`src/rtl/lut_thru_pkg.sv`:
```
// Shared constants and helpers for the LUT-thru elastic register pipeline.
// Imported by the interface, the stage register and the pipeline top.
package lut_thru_pkg;

  // Upper bound on DEPTH accepted at elaboration.
  localparam int MAX_DEPTH = 64;

  // Width needed to hold an occupancy count of 0..depth.
  function automatic int clog2_cnt(input int depth);
    int w;
    w = 1;
    while ((1 << w) < (depth + 1)) begin
      w = w + 1;
    end
    return w;
  endfunction

endpackage

```
`src/rtl/lut_thru_pipe_if.sv`:
```
// Upstream/downstream handshake bundle for lut_thru_pipe, plus the occupancy count.
// A word moves on a rising edge when valid && ready. ready may depend combinationally
// on the far side's ready. A held valid word must stay stable until it is taken.
interface lut_thru_pipe_if #(
  parameter int WIDTH = 4,
  parameter int DEPTH = 3
);
  import lut_thru_pkg::*;

  localparam int CW = clog2_cnt(DEPTH);

  logic             in_valid;
  logic             in_ready;
  logic [WIDTH-1:0] in_data;
  logic             out_valid;
  logic             out_ready;
  logic [WIDTH-1:0] out_data;
  logic [CW-1:0]    count;

  modport master (
    output in_valid, in_data, out_ready,
    input  in_ready, out_valid, out_data, count
  );

  modport slave (
    input  in_valid, in_data, out_ready,
    output in_ready, out_valid, out_data, count
  );

endinterface

```
`src/rtl/lut_thru_stage.sv`:
```
// One elastic pipeline stage: a valid flag plus a data word.
// The stage can load when it is empty or when downstream is draining it this cycle.
module lut_thru_stage
  import lut_thru_pkg::*;
#(
  parameter int               WIDTH     = 4,
  parameter logic [WIDTH-1:0] RESET_VAL = '0
) (
  input  logic             C,
  input  logic             R,
  input  logic             up_valid,
  input  logic [WIDTH-1:0] up_data,
  input  logic             dn_ready,
  output logic             ready,
  output logic             valid,
  output logic [WIDTH-1:0] data
);

  logic             valid_q;
  logic             valid_d;
  logic [WIDTH-1:0] data_q;
  logic [WIDTH-1:0] data_d;

  assign ready = !valid_q || dn_ready;
  assign valid = valid_q;
  assign data  = data_q;

  // Data only moves on a real load, so an emptied stage keeps showing its last word.
  always_comb begin
    valid_d = valid_q;
    data_d  = data_q;
    if (ready) begin
      valid_d = up_valid;
      if (up_valid) begin
        data_d = up_data;
      end
    end
  end

  always_ff @(posedge C or posedge R) begin
    if (R) begin
      valid_q <= 1'b0;
      data_q  <= RESET_VAL;
    end else begin
      valid_q <= valid_d;
      data_q  <= data_d;
    end
  end

endmodule

```
`src/rtl/lut_thru_pipe.sv`:
```
// WIDTH x DEPTH elastic register pipeline with a buffer/inverter LUT in front of stage 0
// and an occupancy counter. in_ready is a combinational chain back from out_ready.
module lut_thru_pipe
  import lut_thru_pkg::*;
#(
  parameter int               WIDTH     = 4,
  parameter int               DEPTH     = 3,
  parameter logic [WIDTH-1:0] INV_MASK  = '0,
  parameter logic [WIDTH-1:0] RESET_VAL = '0
) (
  input  logic          C,
  input  logic          R,
  lut_thru_pipe_if.slave bus
);

  localparam int CW = clog2_cnt(DEPTH);

  if (DEPTH < 1 || DEPTH > MAX_DEPTH) begin : g_bad_depth
    $error("lut_thru_pipe: DEPTH must be in 1..MAX_DEPTH");
  end

  for (genvar k = 0; k < DEPTH; k++) begin : g_stage
    logic             up_v;
    logic [WIDTH-1:0] up_d;
    logic             dn_r;
    logic             rdy;
    logic             vld;
    logic [WIDTH-1:0] dat;

    if (k == 0) begin : g_head
      assign up_v = bus.in_valid;
      assign up_d = bus.in_data ^ INV_MASK;
    end else begin : g_body
      assign up_v = g_stage[k-1].vld;
      assign up_d = g_stage[k-1].dat;
    end

    if (k == DEPTH - 1) begin : g_tail
      assign dn_r = bus.out_ready;
    end else begin : g_mid
      assign dn_r = g_stage[k+1].rdy;
    end

    lut_thru_stage #(
      .WIDTH     (WIDTH),
      .RESET_VAL (RESET_VAL)
    ) u_stage (
      .C        (C),
      .R        (R),
      .up_valid (up_v),
      .up_data  (up_d),
      .dn_ready (dn_r),
      .ready    (rdy),
      .valid    (vld),
      .data     (dat)
    );
  end

  logic          push;
  logic          pop;
  logic [CW-1:0] count_q;
  logic [CW-1:0] count_d;

  assign bus.in_ready  = g_stage[0].rdy;
  assign bus.out_valid = g_stage[DEPTH-1].vld;
  assign bus.out_data  = g_stage[DEPTH-1].dat;
  assign bus.count     = count_q;

  assign push = bus.in_valid && g_stage[0].rdy;
  assign pop  = g_stage[DEPTH-1].vld && bus.out_ready;

  always_comb begin
    count_d = count_q;
    case ({push, pop})
      2'b10:   count_d = count_q + CW'(1);
      2'b01:   count_d = count_q - CW'(1);
      default: count_d = count_q;
    endcase
  end

  always_ff @(posedge C or posedge R) begin
    if (R) begin
      count_q <= '0;
    end else begin
      count_q <= count_d;
    end
  end

endmodule

```
`src/flat_wrapper.sv`:
```
// flat-port wrapper written by rule: the top's interface ports become plain ports
module lut_thru_pipe_flat import lut_thru_pkg::*;
#(
  parameter int               WIDTH     = 4,
  parameter int               DEPTH     = 3,
  parameter logic [WIDTH-1:0] INV_MASK  = '0,
  parameter logic [WIDTH-1:0] RESET_VAL = '0
)
  (C, R, bus_in_valid, bus_in_data, bus_out_ready, bus_in_ready, bus_out_valid, bus_out_data, bus_count);
  lut_thru_pipe_if #(.WIDTH(WIDTH), .DEPTH(DEPTH)) bus_i ();
  input  logic C;
  input  logic R;
  input wire logic [$bits(bus_i.in_valid)-1:0] bus_in_valid;
  input wire logic [$bits(bus_i.in_data)-1:0] bus_in_data;
  input wire logic [$bits(bus_i.out_ready)-1:0] bus_out_ready;
  output wire logic [$bits(bus_i.in_ready)-1:0] bus_in_ready;
  output wire logic [$bits(bus_i.out_valid)-1:0] bus_out_valid;
  output wire logic [$bits(bus_i.out_data)-1:0] bus_out_data;
  output wire logic [$bits(bus_i.count)-1:0] bus_count;
  assign bus_i.in_valid = bus_in_valid;
  assign bus_i.in_data = bus_in_data;
  assign bus_i.out_ready = bus_out_ready;
  assign bus_in_ready = bus_i.in_ready;
  assign bus_out_valid = bus_i.out_valid;
  assign bus_out_data = bus_i.out_data;
  assign bus_count = bus_i.count;
  lut_thru_pipe #(.WIDTH(WIDTH), .DEPTH(DEPTH), .INV_MASK(INV_MASK), .RESET_VAL(RESET_VAL)) u_core (.C(C), .R(R), .bus(bus_i));
endmodule
```
`config.mk`:
```
export PLATFORM = sky130hd
export DESIGN_NAME = lut_thru_pipe_flat
export DESIGN_NICKNAME = d
export VERILOG_FILES = /design/src/rtl/lut_thru_pkg.sv /design/src/rtl/lut_thru_pipe_if.sv /design/src/rtl/lut_thru_stage.sv /design/src/rtl/lut_thru_pipe.sv /design/src/flat_wrapper.sv
export SDC_FILE = /design/constraint.sdc
export NUM_CORES = 1
export LEC_CHECK = 0
export BUFFER_PORTS_ARGS = -buffer_cell sky130_fd_sc_hd__buf_4
export CAP_MARGIN = 20
export CORE_ASPECT_RATIO = 1.75
export CORE_UTILIZATION = 25
export CTS_CLUSTER_SIZE = 25
export DETAILED_ROUTE_END_ITERATION = 8
export HOLD_SLACK_MARGIN = 0.02
export PLACE_DENSITY = 0.53
export REMOVE_ABC_BUFFERS = 1
export SLEW_MARGIN = 20
export SYNTH_ARGS = -nofsm -noshare
export SYNTH_HDL_FRONTEND = slang
export SYNTH_SLANG_ARGS = --single-unit
export TNS_END_PERCENT = 20
```
`constraint.sdc`:
```
create_clock -name C -period 4.2 [get_ports C]
set_clock_uncertainty 0.15 [all_clocks]
set_input_delay 0.63 -clock C [delete_from_list [all_inputs] [get_ports C]]
set_output_delay 0.63 -clock C [all_outputs]
set_load 0.01 [all_outputs]
```
==> results.txt, run 1 <==
----------------------------------------------------
[Timing]
  Transition time at the pin with the least slew margin ... about 0.65 ns
  Fin. Hold Viols ... 0
  Setup TNS after final layout ... 0 ns
  Max-slew violations ... 0
  Final Cycle Share ... 44.8%
  Time the worst path needs with I/O delays and setup ... between 1.5 and 2 ns
  Setup violators final ... 0
  Setup repair after global routing missed its margin ... false
  F_max ... roughly 530 MHz
  Max_slew headroom ... between 50 and 60%

[Synthesis]
  Synthesized area per cell ... roughly 16 um2
  Post-synthesis instance area ... 711 um2
  Count of warnings emitted by yosys ... 0
  Sequential cell area fraction in the yosys report ... 59.9%
  Most area-hungry cell type in the Yosys netlist ... sky130_fd_sc_hd__dfrtp_1
  Area fraction of the dominant cell type after synthesis ... about three fifths
  Netlist cell types ... 16
  Number of synthesized register bits ... 17
  Synthesized instance count ... 45
  Largest cells by area after synthesis ... sky130_fd_sc_hd__dfrtp_1, sky130_fd_sc_hd__mux2_2, sky130_fd_sc_hd__mux2_4

[Global route]
  Wire length of the first global-routing pass ... roughly 2.0 mm
  Maximum number of pins on one net before global-route repair ... 18
  GRT overflow ... 0
  Antenna violations before repair ... 0
  Vias in the first global route ... 401
  Overall routing resource usage ... a little under a tenth

[Power]
  P per Cell Area ... 543 nW/um2
  P_leak ... around 0.43 nW
  VDD IR max ... ~0.16 mV

[Cells and area]
  Proportion of layout cells with a drive suffix above 1 ... 54.7%
  Area of the multi-input gates ... around 280 um2
  Count of inserted antenna diode cells ... 0
  Synth-to-Final Area Change ... 27.1%
  Area used by sequential logic in the layout ... approximately 430 um2
  Number of filler cells placed in the layout ... 281
  Most common cell after layout, fill and taps aside ... sky130_fd_sc_hd__dfrtp_1
  NumNets Final ... 74
  Most frequent cells in the layout ... sky130_fd_sc_hd__dfrtp_1, sky130_fd_sc_hd__buf_4, sky130_fd_sc_hd__mux2_2, sky130_fd_sc_hd__mux2_4
  Core utilization of the finished layout ... 33.6%

[CTS]
  Clock slew seen by the registers of the worst setup and hold paths ... 0.06 ns
  Sinks on Clock Net ... 17
  Count of instances resized after the clock tree is built ... 0
  H-Tree Level Count ... 1
  Post-CTS Hold Buffers ... 0
  Maximum count of clock buffers along a single path ... 2
  CTS root buffer ... sky130_fd_sc_hd__clkbuf_8
  TritonCTS clock tree ... done
  Number of buffers added by the clock tree synthesis step ... 3
  Post-CTS Setup Bufs ... 0
  Source-to-sink clock delay at the later pin of the worst-skew pair ... around 0.25 ns

[Drt]
  Aggregate routed wire length ... 1.14 mm
  Residual antenna-violating net count after detailed routing ... 0
  Via-per-instance ratio ... between 4 and 5
  Total DRC errors in the routed layout ... 0
  Via count ... 404
  Count of routing violations after the opening detailed-route iteration ... 1
  Detail-routed net length per standard cell ... approximately 13 um
  First-pass detailed-route iteration total ... 3

[Worst setup path]
  Critical path capture point type ... output pin
  Cell with the largest stage delay on the worst path ... sky130_fd_sc_hd__nand4b_4
  CP max FO ... 4
  Source of the worst register-to-register timing path ... u_core.g_stage[2].u_stage.valid
  Most used cell, CP ... sky130_fd_sc_hd__buf_4
  Crit path launch type ... input port
  Number of cells on the worst reg-to-reg path ... 5
  Arrival time of the worst setup path ... 1.10 ns
  Data required time at the worst endpoint ... 3.42 ns
  Critical Path Source ... bus_out_ready
  Endpoint of the worst register-to-register path ... u_core.bus.count[1]
  Highest cell delay on the worst timing path ... approximately 0.18 ns
  Register-to-register path setup slack ... 2.68 ns
  Critical path, cell by cell ... buf_4 -> nand4b_4 -> buf_4
  Classification of the worst setup path ... in -> out

[Floorplan]
  Top-level port count ... 16
  Die outline width ... 42.3 um
  Height of the chip ... slightly above 70 um
  Die area ... 3070 um2
  Standard cell core area ... between 2000 and 3000 um2
  Initial standard-cell utilization of the core ... a little over a quarter
  Total number of placement rows ... 25

[Hold path]
  Worst min-delay path category ... in -> async

[Run status]
  Status ... completed

[Placement]
  PortBufs ... 15
  Final Wtd Congestion ... 0.637
  Post-detailed-placement half-perimeter wirelength ... slightly below 900 um

[Run]
  Max-capacitance violation count ... 0

----------------------------------------------------
-- through the flow --
stage | instance area (um2) | cells | setup slack, ns | hold slack [ns] | power, W
2_1_floorplan | 711 | 45 | 2.49 | 0.325 | 0.000316
3_3_place_gp | 857 | 87 | 2.32 | 0.322 | 0.000374
3_5_place_dp | 857 | 87 | 2.31 | 0.311 | 0.000377
4_1_cts | 903 | 91 | 2.31 | 0.324 | 0.000500
5_1_grt | 903 | 91 | 2.29 | 0.353 | 0.000523
6_report | 903 | 91 | 2.32 | 0.318 | 0.000491
-- synthesized netlist by cell type --
library cell and n:
sky130_fd_sc_hd__and2_2 1, sky130_fd_sc_hd__dfrtp_1 17, sky130_fd_sc_hd__ha_1 1, sky130_fd_sc_hd__inv_1 1, sky130_fd_sc_hd__mux2_2 8, sky130_fd_sc_hd__mux2_4 4
sky130_fd_sc_hd__nand2_1 1, sky130_fd_sc_hd__nand2_2 1, sky130_fd_sc_hd__nand2_4 1, sky130_fd_sc_hd__nand2b_1 1, sky130_fd_sc_hd__nand3b_1 1, sky130_fd_sc_hd__nand4b_4 1
sky130_fd_sc_hd__nor2_1 1, sky130_fd_sc_hd__or2b_1 3, sky130_fd_sc_hd__xnor2_1 2, sky130_fd_sc_hd__xor2_1 1
-- critical path, delay by kind of cell --
| kind | cells | cell delay [ns] |
|---|---|---|
| and+or+nand+nor | 1 | 0.18 |
| buffers and inverters | 2 | 0.29 |
-- report_power, final --
part | leakage (nW) | switching [W] | internal (W)
clock network | 0.0255 | 0.0000550 | 0.0000658
logic | 0.207 | 0.0000496 | 0.0000839
registers | 0.195 | 0.0000278 | 0.000209
total | 0.428 | 0.000132 | 0.000358
-- worst max path at each step --
stage,endpoint
2_1_floorplan,u_core.bus.count[1]
3_3_place_gp,bus_in_ready
3_5_place_dp,bus_in_ready
4_1_cts,bus_in_ready
5_1_grt,bus_in_ready
6_report,bus_in_ready
-- kinds of logic (layout without fill, tap and decap cells) --
family / after synthesis / count (layout) / share of synthesized area [%]
muxes: 12 / 12 / 21.1
and+or+nand+nor: 11 / 11 / 13.0
adders and majority gates: 1 / 1 / 1.76
xor gates and xnor gates: 3 / 3 / 3.70
buffers and inverters: 1 / 20 / 0.528
DFF: 17 / 17 / 59.9
-- area by class of cell --
cell class / count / area share (%)
Clock buffer: 3 / 4.57
Tap cell: 27 / 3.74
Clock inverter: 1 / 0.554
Multi-Input combinational cell: 27 / 31.2
Sequential cell: 17 / 47.1
Timing Repair Buffer: 15 / 12.5
Inverter: 1 / 0.416
-- routing by layer --
| layer | part of all wire, % | track usage (%) | up-vias |
|---|---|---|---|
| li1 | - | - | 192 |
| met1 | 45 | 11.9 | 196 |
| met2 | 48 | 11.6 | 14 |
| met3 | 5.7 | 2.74 | 2 |
| met4 | 1.2 | 8.33 | 0 |
| met5 | 0 | 0 | - |
-- flip-flops by register name, indices dropped and copies added, names as in the netlist --
signal	flops
u_core.g_stage.u_stage.valid	3
u_core.bus.count	2
u_core.g_stage.u_stage.data	12
No activity file was read; power rests on OpenSTA's default activity.
==> inputs of run 2 (changes only) <==
==> constraint.sdc (replaced) <==
create_clock -name C -period 1.74 [get_ports C]
set_clock_uncertainty 0.15 [all_clocks]
set_input_delay 0.261 -clock C [delete_from_list [all_inputs] [get_ports C]]
set_output_delay 0.261 -clock C [all_outputs]
set_load 0.01 [all_outputs]
==> results.txt, run 2 (synthesis gave the netlist of run 1 again) <==
----------------------------------------------------
[CTS]
  Clock slew seen by the registers of the worst setup and hold paths ... ~0.06 ns
  H-Tree Level Count ... 1
  CTS root buffer ... sky130_fd_sc_hd__clkbuf_8
  Post-CTS Setup Bufs ... 0
  Sinks on Clock Net ... 17
  TritonCTS clock tree ... done
  Post-CTS Hold Buffers ... 1
  Source-to-sink clock delay at the later pin of the worst-skew pair ... around 0.25 ns
  Count of instances resized after the clock tree is built ... 0
  Number of buffers added by the clock tree synthesis step ... 3
  Maximum count of clock buffers along a single path ... 2

[Worst setup path]
  Source of the worst register-to-register timing path ... u_core.g_stage[2].u_stage.valid
  Critical path, cell by cell ... nand4b_4 -> nand2_4 -> ha_1 -> nor2_1 -> xor2_1
  Crit path launch type ... register
  Critical Path Source ... u_core.g_stage[2].u_stage.valid
  Cell with the largest stage delay on the worst path ... sky130_fd_sc_hd__dfrtp_1
  Critical path capture point type ... register
  Arrival time of the worst setup path ... ~1.5 ns
  Data required time at the worst endpoint ... 1.77 ns
  Highest cell delay on the worst timing path ... between 0.4 and 0.5 ns
  Classification of the worst setup path ... reg -> reg
  Critical path buffer and inverter count ... 0
  Family of cells with the greatest summed delay on the critical path ... flip-flops
  CP max FO ... 5

[Global route]
  GRT overflow ... 0
  Wire length of the first global-routing pass ... approximately 2 mm
  Overall routing resource usage ... 8.98%
  Maximum number of pins on one net before global-route repair ... 18
  Vias in the first global route ... roughly 440
  Antenna violations before repair ... 0

[Timing]
  Worst setup slack after layout ... 0.232 ns
  Max_slew headroom ... 57.3%
  Transition time at the pin with the least slew margin ... ~0.64 ns
  F_max ... 663 MHz
  Setup repair after global routing missed its margin ... false
  Setup violators final ... 0
  Final Cycle Share ... a little under 90%
  Time the worst path needs with I/O delays and setup ... approximately 1.5 ns
  Hold Slack ... 0.0916 ns
  Fin. Hold Viols ... 0
  Max-slew violations ... 0
  Setup TNS after final layout ... 0 ns

[Power]
  P_leak ... between 0.4 and 0.5 nW
  VDD IR max ... about 0.53 mV
  P per Cell Area ... between 1000 and 1500 nW/um2

[Floorplan]
  Top-level port count ... 16
  Die area ... 3070 um2
  Initial standard-cell utilization of the core ... approximately a quarter
  Standard cell core area ... 2690 um2
  Die outline width ... 42.3 um
  Height of the chip ... about 73 um
  Total number of placement rows ... 25

[Drt]
  Residual antenna-violating net count after detailed routing ... 0
  Via count ... between 400 and 500
  Detail-routed net length per standard cell ... roughly 12 um
  First-pass detailed-route iteration total ... 2
  Aggregate routed wire length ... around 1.1 mm
  Via-per-instance ratio ... about 4.4
  Total DRC errors in the routed layout ... 0
  Count of routing violations after the opening detailed-route iteration ... 3

[Cells and area]
  Most common cell after layout, fill and taps aside ... sky130_fd_sc_hd__dfrtp_1
  NumNets Final ... 75
  Most frequent cells in the layout ... sky130_fd_sc_hd__dfrtp_1, sky130_fd_sc_hd__buf_4, sky130_fd_sc_hd__mux2_2, sky130_fd_sc_hd__mux2_4
  Max FFs per register ... 12
  Synth-to-Final Area Change ... 28.3%
  Count of inserted antenna diode cells ... 0
  Design Area, Final ... roughly 910 um2
  Proportion of layout cells with a drive suffix above 1 ... approximately 52%

[Run status]
  Status ... completed

[Placement]
  Final Wtd Congestion ... 0.678
  Post-placement worst setup slack ... approximately 0.23 ns
  Post-DP Area ... ~860 um2
  Post-detailed-placement half-perimeter wirelength ... 883 um
  PortBufs ... 15

[Hold path]
  Hold Crit Start ... bus_in_data[0]
  Worst min-delay path category ... in -> reg

[Run]
  Max-capacitance violation count ... 0

----------------------------------------------------
run 2: cell count changes in the layout (fill, tap and decap cells not counted):
cell and change:
sky130_fd_sc_hd__dlygate4sd3_1 +1, sky130_fd_sc_hd__clkinv_2 -1, sky130_fd_sc_hd__clkbuf_1 +1
run 2: worst paths after layout:
kind / cells past startpoint / slack, ns / endpoint
worst max-delay path: 5 / 0.23 / u_core.bus.count[1]
worst min-delay path: 2 / 0.09 / u_core.g_stage[0].u_stage.data[0]
worst max register to register: 5 / 0.23 / u_core.bus.count[1]
worst min register to register: 1 / 0.33 / u_core.bus.count[1]
max in group asynchronous: 3 / 0.52 / u_core.g_stage[0].u_stage.data[1]
min in group asynchronous: 3 / 0.50 / u_core.g_stage[1].u_stage.data[1]
run 2: report_power, final:
| part | internal, W | total (W) | switching, W |
|---|---|---|---|
| Sequential | 0.000504 | 0.000571 | 0.0000667 |
| Combinational | 0.000204 | 0.000327 | 0.000123 |
| Clock | 0.000162 | 0.000287 | 0.000125 |
run 2: cell type report:
class	count	area (um2)
inverters	1	3.75
clock buffers	4	45.0
well taps	27	33.8
fillers	274	1780
repair buffers	16	123
flip-flops and latches	17	425
multi-input cells	27	282
run 2: layer usage:
metal	vias to the layer above	wire length, um	global-route usage (%)
met3	5	77	2.49
met4	0	48	7.29
met2	17	481	12.8
met1	184	541	11.1
met5	-	0	0
li1	196	-	-
run 2: metrics by stage:
step | total power (W) | util (%) | cells
after global placement | 0.000906 | 31.9 | 87
final | 0.00118 | 33.9 | 92
after global routing | 0.00126 | 33.9 | 92
after detailed placement | 0.000910 | 31.9 | 87
after floorplan | 0.000762 | - | 45
after CTS | 0.00120 | 33.9 | 92
==> inputs of run 3 (changes only) <==
--- a/config.mk
+++ b/config.mk
@@ -5,6 +5,7 @@
 export SDC_FILE = /design/constraint.sdc
 export NUM_CORES = 1
 export LEC_CHECK = 0
+export ABC_AREA = 1
 export BUFFER_PORTS_ARGS = -buffer_cell sky130_fd_sc_hd__buf_4
 export CAP_MARGIN = 20
 export CORE_ASPECT_RATIO = 1.75
==> results.txt, run 3 <==
----------------------------------------------------
[Global route]
  Wire length of the first global-routing pass ... 2.39 mm
  Vias in the first global route ... 571
  Overall routing resource usage ... 10.4%
  GRT overflow ... 0
  Maximum number of pins on one net before global-route repair ... 18
  Antenna violations before repair ... 0

[Drt]
  Count of routing violations after the opening detailed-route iteration ... 6
  Aggregate routed wire length ... 1.31 mm
  Via-per-instance ratio ... between 4 and 5
  Total DRC errors in the routed layout ... 0
  Residual antenna-violating net count after detailed routing ... 0
  Via count ... 561
  Detail-routed net length per standard cell ... roughly 11 um
  First-pass detailed-route iteration total ... 4

[Synthesis]
  Number of enable flip-flop cells after synthesis ... 0
  Sequential cell area fraction in the yosys report ... between 50% and 60%
  Most frequent cells after synthesis ... sky130_fd_sc_hd__nand2_1, sky130_fd_sc_hd__dfrtp_1, sky130_fd_sc_hd__nand3_1, sky130_fd_sc_hd__inv_1
  Area fraction of the dominant cell type after synthesis ... 59.6%
  Synthesized instance count ... between 70 and 80
  Share of flip-flops with an asynchronous set or reset ... 100%
  Most area-hungry cell type in the Yosys netlist ... sky130_fd_sc_hd__dfrtp_1
  Synthesized area per cell ... about 9.4 um2
  Netlist cell types ... 11
  Number of synthesized register bits ... 17
  Count of warnings emitted by yosys ... 0
  Commonest register cell after synthesis ... sky130_fd_sc_hd__dfrtp_1
  Post-synthesis instance area ... approximately 710 um2
  Largest cells by area after synthesis ... sky130_fd_sc_hd__dfrtp_1, sky130_fd_sc_hd__nand2_1, sky130_fd_sc_hd__nand3_1
  Most numerous cell in the Yosys netlist ... sky130_fd_sc_hd__nand2_1

[Cells and area]
  Area of the multi-input gates ... around 270 um2
  Synth-to-Final Area Change ... 29.5%
  NumNets Final ... 107
  Count of inserted antenna diode cells ... 0
  Max FFs per register ... 12
  Most frequent cells in the layout ... sky130_fd_sc_hd__nand2_1, sky130_fd_sc_hd__dfrtp_1, sky130_fd_sc_hd__buf_4, sky130_fd_sc_hd__nand3_1, sky130_fd_sc_hd__inv_1
  Most common cell after layout, fill and taps aside ... sky130_fd_sc_hd__nand2_1
  Number of filler cells placed in the layout ... approximately 290
  Design Area, Final ... between 900 and 1000 um2
  Proportion of layout cells with a drive suffix above 1 ... 24.7%
  Area used by sequential logic in the layout ... between 400 and 500 um2

[Timing]
  Final Cycle Share ... about nine tenths
  Max-slew violations ... 0
  Max_slew headroom ... around 57%
  F_max ... roughly 630 MHz
  Setup TNS after final layout ... 0 ns
  Time the worst path needs with I/O delays and setup ... between 1.5 and 2 ns
  Hold Slack ... 0.0907 ns
  Setup repair after global routing missed its margin ... false
  Fin. Hold Viols ... 0
  Transition time at the pin with the least slew margin ... around 0.64 ns
  Setup violators final ... 0

[CTS]
  Post-CTS Setup Bufs ... 0
  Number of buffers added by the clock tree synthesis step ... 3
  Maximum count of clock buffers along a single path ... 2
  Source-to-sink clock delay at the later pin of the worst-skew pair ... 0.25 ns
  TritonCTS clock tree ... done
  Sinks on Clock Net ... 17
  Clock slew seen by the registers of the worst setup and hold paths ... approximately 0.070 ns
  H-Tree Level Count ... 1
  CTS root buffer ... sky130_fd_sc_hd__clkbuf_8

[Floorplan]
  Standard cell core area ... 2690 um2
  Height of the chip ... roughly 73 um
  Initial standard-cell utilization of the core ... between 20% and 30%
  Die outline width ... ~42 um
  Die area ... roughly 3100 um2
  Top-level port count ... 16
  Total number of placement rows ... 25

[Worst setup path]
  Data required time at the worst endpoint ... 1.73 ns
  Arrival time of the worst setup path ... 1.58 ns
  Critical path capture point type ... register
  Crit path launch type ... register
  Classification of the worst setup path ... reg -> reg
  CP max FO ... 7

[Run]
  Max-capacitance violation count ... 0

[Power]
  P per Cell Area ... 1440 nW/um2
  VDD IR max ... 0.436 mV
  P_leak ... 0.504 nW

[Run status]
  Status ... completed

[Placement]
  Final Wtd Congestion ... about 0.73
  PortBufs ... 15
  Post-detailed-placement half-perimeter wirelength ... roughly 1.1 mm
  Post-DP Area ... 867 um2

[Hold path]
  Worst min-delay path category ... in -> reg

----------------------------------------------------
[run 3: cell types whose count changed after synthesis, sizes merged, moves of 2 or more]
| cell | previous run | this run |
|---|---|---|
| nand4 | 0 | 2 |
| or2b | 3 | 0 |
| inv | 1 | 5 |
| nand3 | 0 | 14 |
| mux2 | 12 | 0 |
| nand2 | 3 | 35 |
[run 3: worst max-delay path: stages (launching register included)]
cell	delay, ns
sky130_fd_sc_hd__dfrtp_1	0.45
sky130_fd_sc_hd__nand4_4	0.17
sky130_fd_sc_hd__nand2_4	0.08
sky130_fd_sc_hd__ha_1	0.21
sky130_fd_sc_hd__or2_2	0.28
sky130_fd_sc_hd__nand4_1	0.08
sky130_fd_sc_hd__nand2_1	0.05
[run 3: path summary, 6_finish.rpt]
path,from,to,slack (ns),cells after the start
setup / recovery,u_core.g_stage[0].u_stage.valid,u_core.bus.count[1],0.15,6
hold / removal,bus_in_data[3],u_core.g_stage[0].u_stage.data[3],0.09,3
setup reg to reg,u_core.g_stage[0].u_stage.valid,u_core.bus.count[1],0.15,6
hold reg to reg,u_core.g_stage[2].u_stage.data[2],u_core.g_stage[2].u_stage.data[2],0.32,2
max in group asynchronous,R,u_core.g_stage[2].u_stage.data[0],0.52,3
min in group asynchronous,R,u_core.g_stage[2].u_stage.data[1],0.51,3
[run 3: final cells by class]
class | instances | area share (%)
inverters | 5 | 2.03
clock buffers | 3 | 4.47
repair buffers | 17 | 14.1
clock inverters | 1 | 0.542
flip-flops and latches | 17 | 46.1
well taps | 27 | 3.66
multi-input cells | 54 | 29.1
[run 3: layer usage]
layer | wire length, um | GRT usage (%)
met4 | 21 | 5.21
met1 | 519 | 11.5
met3 | 73 | 2.97
met2 | 698 | 17.8
met5 | 0 | 0
[run 3: repair_timing]
| action | CTS | global route |
|---|---|---|
| resized for setup | 0 | 0 |
| hold buffers | 1 | 0 |
| hold endpoints to repair | 17 | 0 |
[run 3: cells by family after synthesis]
kind of cell | synth area share [%]
adder cells (fa/ha/maj) | 1.75
XOR/XNOR | 1.23
AND/OR/NAND/NOR | 34.7
buffers and inverters | 2.63
flip-flops | 59.6
[run 3: through the flow]
| stage | power [W] | setup WS [ns] | utilization, % | instances |
|---|---|---|---|---|
| after floorplan | 0.000865 | 0.180 | - | 76 |
| after global placement | 0.00106 | 0.198 | 32.2 | 119 |
| after detailed placement | 0.00107 | 0.147 | 32.2 | 119 |
| after CTS | 0.00136 | 0.141 | 34.3 | 124 |
| after global routing | 0.00144 | 0.0443 | 34.3 | 124 |
| final | 0.00133 | 0.149 | 34.3 | 124 |
[run 3: where the power goes]
part	internal (W)	switching, W
sequential	0.000525	0.000101
clock	0.000158	0.000127
combinational	0.000207	0.000216
